## config.mk

```make
export PLATFORM = sky130hd
export DESIGN_NAME = aes_round_sequencer
export DESIGN_NICKNAME = d
export VERILOG_FILES = /design/src/rtl/aes_round_sequencer.sv
export SDC_FILE = /design/constraint.sdc
export NUM_CORES = 1
export LEC_CHECK = 0
export ABC_CLOCK_PERIOD_IN_PS = 4700
export CORE_MARGIN = 5
export CORE_UTILIZATION = 25
export CTS_CLUSTER_DIAMETER = 40
export DETAILED_ROUTE_END_ITERATION = 10
export SYNTH_ARGS = -nofsm -noshare
export SYNTH_HDL_FRONTEND = slang
export SYNTH_SLANG_ARGS = --single-unit
```

## constraint.sdc

```tcl
create_clock -name clk -period 4.7 [get_ports clk]
set_input_delay 1.41 -clock clk [delete_from_list [all_inputs] [get_ports clk]]
set_output_delay 1.41 -clock clk [all_outputs]
set_load 0.05 [all_outputs]
```

## src/rtl/aes_round_sequencer.sv

```systemverilog
// Iterative AES round controller: sequences initial/middle/final rounds for
// encrypt and decrypt at 128/192/256-bit keys, then holds the result under valid/ready.
module aes_round_sequencer #(
    parameter int IDX_W     = 8,
    parameter bit ALLOW_192 = 1'b1,
    parameter bit ALLOW_256 = 1'b1
) (
    input  logic             clk,
    input  logic             reset,
    input  logic             in_valid,
    output logic             in_ready,
    input  logic             decrypt,
    input  logic [1:0]       key_len,
    input  logic             flush,
    output logic [1:0]       round_sel,
    output logic [IDX_W-1:0] round_idx,
    output logic             state_we,
    output logic             out_valid,
    input  logic             out_ready,
    output logic             busy,
    output logic             err
);

    typedef enum logic [2:0] {
        S_IDLE, S_INIT, S_ROUND, S_FINAL, S_DONE
    } state_t;

    localparam logic [1:0] SEL_NONE  = 2'b00;
    localparam logic [1:0] SEL_INIT  = 2'b01;
    localparam logic [1:0] SEL_MID   = 2'b10;
    localparam logic [1:0] SEL_FINAL = 2'b11;

    state_t     state;
    logic       dec_q;
    logic [3:0] nr_q;
    logic [3:0] cnt;
    logic       to_idle;
    logic       last_mid;

    function automatic logic [3:0] nr_of(input logic [1:0] kl);
        case (kl)
            2'b00:   nr_of = 4'd10;
            2'b01:   nr_of = 4'd12;
            default: nr_of = 4'd14;
        endcase
    endfunction

    function automatic logic key_legal(input logic [1:0] kl);
        case (kl)
            2'b00:   key_legal = 1'b1;
            2'b01:   key_legal = ALLOW_192;
            2'b10:   key_legal = ALLOW_256;
            default: key_legal = 1'b0;
        endcase
    endfunction

    // Leaving for IDLE either aborts the block (flush) or completes the handshake.
    assign to_idle  = (state != S_IDLE && flush) || (state == S_DONE && out_ready);
    assign last_mid = dec_q ? (cnt == 4'd1) : (cnt == nr_q - 4'd1);
    assign round_idx = IDX_W'(cnt);

    always_ff @(posedge clk or posedge reset) begin
        if (reset) begin
            state     <= S_IDLE;
            dec_q     <= 1'b0;
            nr_q      <= 4'd0;
            cnt       <= 4'd0;
            round_sel <= SEL_NONE;
            state_we  <= 1'b0;
            out_valid <= 1'b0;
            in_ready  <= 1'b1;
            busy      <= 1'b0;
            err       <= 1'b0;
        end else begin
            err <= 1'b0;
            if (to_idle) begin
                state     <= S_IDLE;
                cnt       <= 4'd0;
                round_sel <= SEL_NONE;
                state_we  <= 1'b0;
                out_valid <= 1'b0;
                busy      <= 1'b0;
                in_ready  <= 1'b1;
            end else begin
                case (state)
                    S_IDLE: begin
                        if (in_valid) begin
                            if (key_legal(key_len)) begin
                                state     <= S_INIT;
                                dec_q     <= decrypt;
                                nr_q      <= nr_of(key_len);
                                cnt       <= decrypt ? nr_of(key_len) : 4'd0;
                                round_sel <= SEL_INIT;
                                state_we  <= 1'b1;
                                busy      <= 1'b1;
                                in_ready  <= 1'b0;
                            end else begin
                                err <= 1'b1;
                            end
                        end
                    end
                    S_INIT: begin
                        state     <= S_ROUND;
                        cnt       <= dec_q ? nr_q - 4'd1 : 4'd1;
                        round_sel <= SEL_MID;
                    end
                    S_ROUND: begin
                        if (last_mid) begin
                            state     <= S_FINAL;
                            cnt       <= dec_q ? 4'd0 : nr_q;
                            round_sel <= SEL_FINAL;
                        end else begin
                            cnt <= dec_q ? cnt - 4'd1 : cnt + 4'd1;
                        end
                    end
                    S_FINAL: begin
                        // round_idx keeps its final-round value while the result is held
                        state     <= S_DONE;
                        round_sel <= SEL_NONE;
                        state_we  <= 1'b0;
                        busy      <= 1'b0;
                        out_valid <= 1'b1;
                    end
                    S_DONE: begin
                        state <= S_DONE;
                    end
                    default: begin
                        state <= S_IDLE;
                    end
                endcase
            end
        end
    end

endmodule

```

==> qor.txt <==
Num rows -> 25
CP startpoint -> cnt[2]
Global-route wire length before repair -> 4590 um
Detail Placement HPWL -> 2030 um
Setup_tns -> 0 ns
Highest clock rate -> 327 MHz
Clock slew at reported path FFs -> 0.07 ns
Ratio of cells with drive above 1 in the final layout -> 0.0724
Synth cell types -> 47
Worst path top cell family by delay -> buffers and inverters
GRT overflow -> 0
Synth async-reset ratio -> 1.00
Mapped Avg Cell Area -> 8.79 um^2
Switching share of power -> 0.484
Initial antenna violation count -> 0
Internal -> 447 uW
IO buf count -> 18
Mean number of vias per cell -> 4.58
Effective utilization at floorplan -> 0.257
Worst EP arrival -> 1.65 ns
Vias in the first global route -> 957
Synthesized flop and latch total -> 17
First-pass iteration count of the detailed router -> 6
Max-slew headroom -> 0.553
Clk sinks -> 17
Fin nets -> 165
DR vias -> 1003
Maximum vdd drop -> 0.184 mV
WHS Endpoint -> in_ready
Clock Power Share -> 0.126
Pleak -> 0.000637 uW
Final Cycle Share -> 0.651
Setup Viol. Count Final -> 0
CP Capture Type -> output port
Post-Route WL -> 2660 um
Largest net degree at the start of global routing -> 18
Register-to-register setup slack -> 2.73 ns
Inserted Clock Buffers -> 3
Post-synth EDFFs -> 0
Sw Pwr -> 420 uW
Worst-Skew Late Latency -> 0.25 ns
DRC -> 0
IO Count -> 23
Critical path required time -> 3.29 ns
Placer Congestion -> 0.799
Final Hold Viols -> 0
Syn-to-layout area delta -> 21.1%
Mapped cell area -> 1210 um^2
ANT nets after route -> 0
Hold slack -> 0.465 ns
Dominant synthesized flop cell -> dfrtp_1
DIE WIDTH -> 79.7 um
Initial drt markers -> 46
Status -> finished clean
Worst Setup Start Kind -> flop
Power Density -> 589 nW/um^2
Max Slew Vio Count -> 0
Die Ht -> 79.7 um
Crit-path max FO -> 7
Crit path largest cell delay -> 0.87 ns
Hold Path Depth -> 2
Clock root cell -> clkbuf_8
Reg2reg path depth -> 7
Critical-path top delay cell -> clkdlybuf4s50_1
Average routed wire per standard cell -> 12.1 um
Clk_skew -> 0.00391 ns
Tmin final -> 3.06 ns
Setup CP Type -> flop to output port
Post-CTS Hold Fix Bufs -> 0
Inserted Diodes -> 0
DIE AREA -> 6350 um^2
HP Class -> flop to flop
CTS tree -> done
Post-CTS Resized -> 0
Placeable Area -> 4720 um^2
H-tree depth -> 1
Seq pwr share -> 0.304
Worst reg2reg endpoint -> round_sel[1]
Worst-Margin Slew -> 0.664 ns
RSZ-0062 raised after global routing -> no
CTS max path bufs -> 2
Critical hold path startpoint -> in_ready
GRT Util Overall -> 0.0910
Ys Warns -> 0
Post-CTS Setup Inserts -> 0
Reg2reg start -> nr_q[1]
Comb pwr share -> 0.569
Crit path buf inv count -> 1
# Max-Cap Violations -> 0
Post-Synthesis Cells -> 138
Ordered cell list for the critical path -> clkdlybuf4s50_1
Seq/Total Area, Yosys -> 0.352
## metal layers
metal | GRT usage | part of all wire | vias up
met2 | 0.142 | 0.45 | 18
met4 | 0.0361 | 0.017 | 0
met5 | 0 | 0 | -
li1 | - | - | 511
met1 | 0.124 | 0.50 | 469
met3 | 0.0158 | 0.036 | 5
## metrics by stage
| step | power (uW) | std cells | setup WS, ns | area [um^2] | util |
|---|---|---|---|---|---|
| global placement | 763 | 215 | 1.67 | 1430 | 0.302 |
| detailed placement | 764 | 215 | 1.67 | 1430 | 0.302 |
| floorplan | 640 | 141 | 2.27 | 1220 | - |
| CTS | 878 | 219 | 1.64 | 1470 | 0.311 |
| global route | 936 | 219 | 1.59 | 1470 | 0.311 |
| finish | 866 | 219 | 1.64 | 1470 | 0.311 |
## layout by cell type (no fill, tap or decap), types with 2 or more instances in the layout
cell,netlist,routed
a21oi_1,8,8
nand2_1,10,10
a221oi_1,2,2
mux2i_1,4,4
clkdlybuf4s50_1,0,18
inv_1,9,9
nand2b_1,5,5
clkbuf_8,0,3
xor2_1,4,4
o22ai_1,2,2
nand3_1,2,2
nor2_1,12,12
nor2b_1,6,6
dfrtp_1,16,16
o21ai_0,8,8
a22oi_1,2,2
a21o_1,2,2
conb_1,1,4
nor3_1,4,4
ha_1,4,4
## cell type report
| type | count | area [um^2] |
|---|---|---|
| Sequential cell | 17 | 427 |
| Tap cell | 67 | 83.8 |
| Fill cell | 518 | 3250 |
| Inverter | 10 | 37.5 |
| Multi-Input combinational cell | 103 | 697 |
| Timing Repair Buffer | 18 | 180 |
| Clock buffer | 4 | 45.0 |
## sequential cells by signal, summed over array words and instances, names as in the netlist
register / flops
busy: 1
cnt: 4
dec_q: 1
err: 1
in_ready: 1
nr_q: 3
out_valid: 1
round_sel: 2
state: 3
## logic make-up after synthesis
group	count (synthesis)	synth area share
other	1	0.00309
AND/OR/NAND/NOR	45	0.197
flip-flops	17	0.352
adder cells (fa/ha/maj)	4	0.0412
XOR/XNOR	6	0.0546
buffers and inverters	21	0.0835
multiplexers	4	0.0330
AO/OA/AOI/OAI	40	0.236
## Yosys cell counts, types with 2 or more instances
cell | instances | area share
o21ai_0 | 8 | 0.033
buf_4 | 5 | 0.031
a22oi_1 | 2 | 0.012
nor3_1 | 4 | 0.016
xor2_1 | 4 | 0.029
o22ai_1 | 2 | 0.010
mux2i_1 | 4 | 0.033
nor2b_1 | 6 | 0.031
nand2_1 | 10 | 0.031
inv_1 | 9 | 0.028
a21oi_1 | 8 | 0.033
a21o_1 | 2 | 0.012
buf_2 | 3 | 0.012
a221oi_1 | 2 | 0.014
nor2_1 | 12 | 0.037
nand2b_1 | 5 | 0.026
dfrtp_1 | 16 | 0.33
nand3_1 | 2 | 0.0082
clkbuf_1 | 3 | 0.0093
ha_1 | 4 | 0.041
## power groups by stage
stage,Sequential [uW],Clock (uW),Combinational (uW)
finish,264,109,493
global route,276,121,539
CTS,266,114,498
detailed placement,268,0,495
global placement,267,0,496
floorplan,345,0,295
## how the worst max path moves through the flow
stage / end / slack, ns / cells past startpoint
3_3_place_gp: cnt[3] / 1.67 / 6
3_5_place_dp: cnt[3] / 1.67 / 6
2_1_floorplan: cnt[3] / 2.27 / 4
5_1_grt: round_idx[2] / 1.59 / 1
4_1_cts: round_idx[2] / 1.64 / 1
6_report: round_idx[2] / 1.64 / 1
Note: power is estimated with default switching activity, not from simulation.
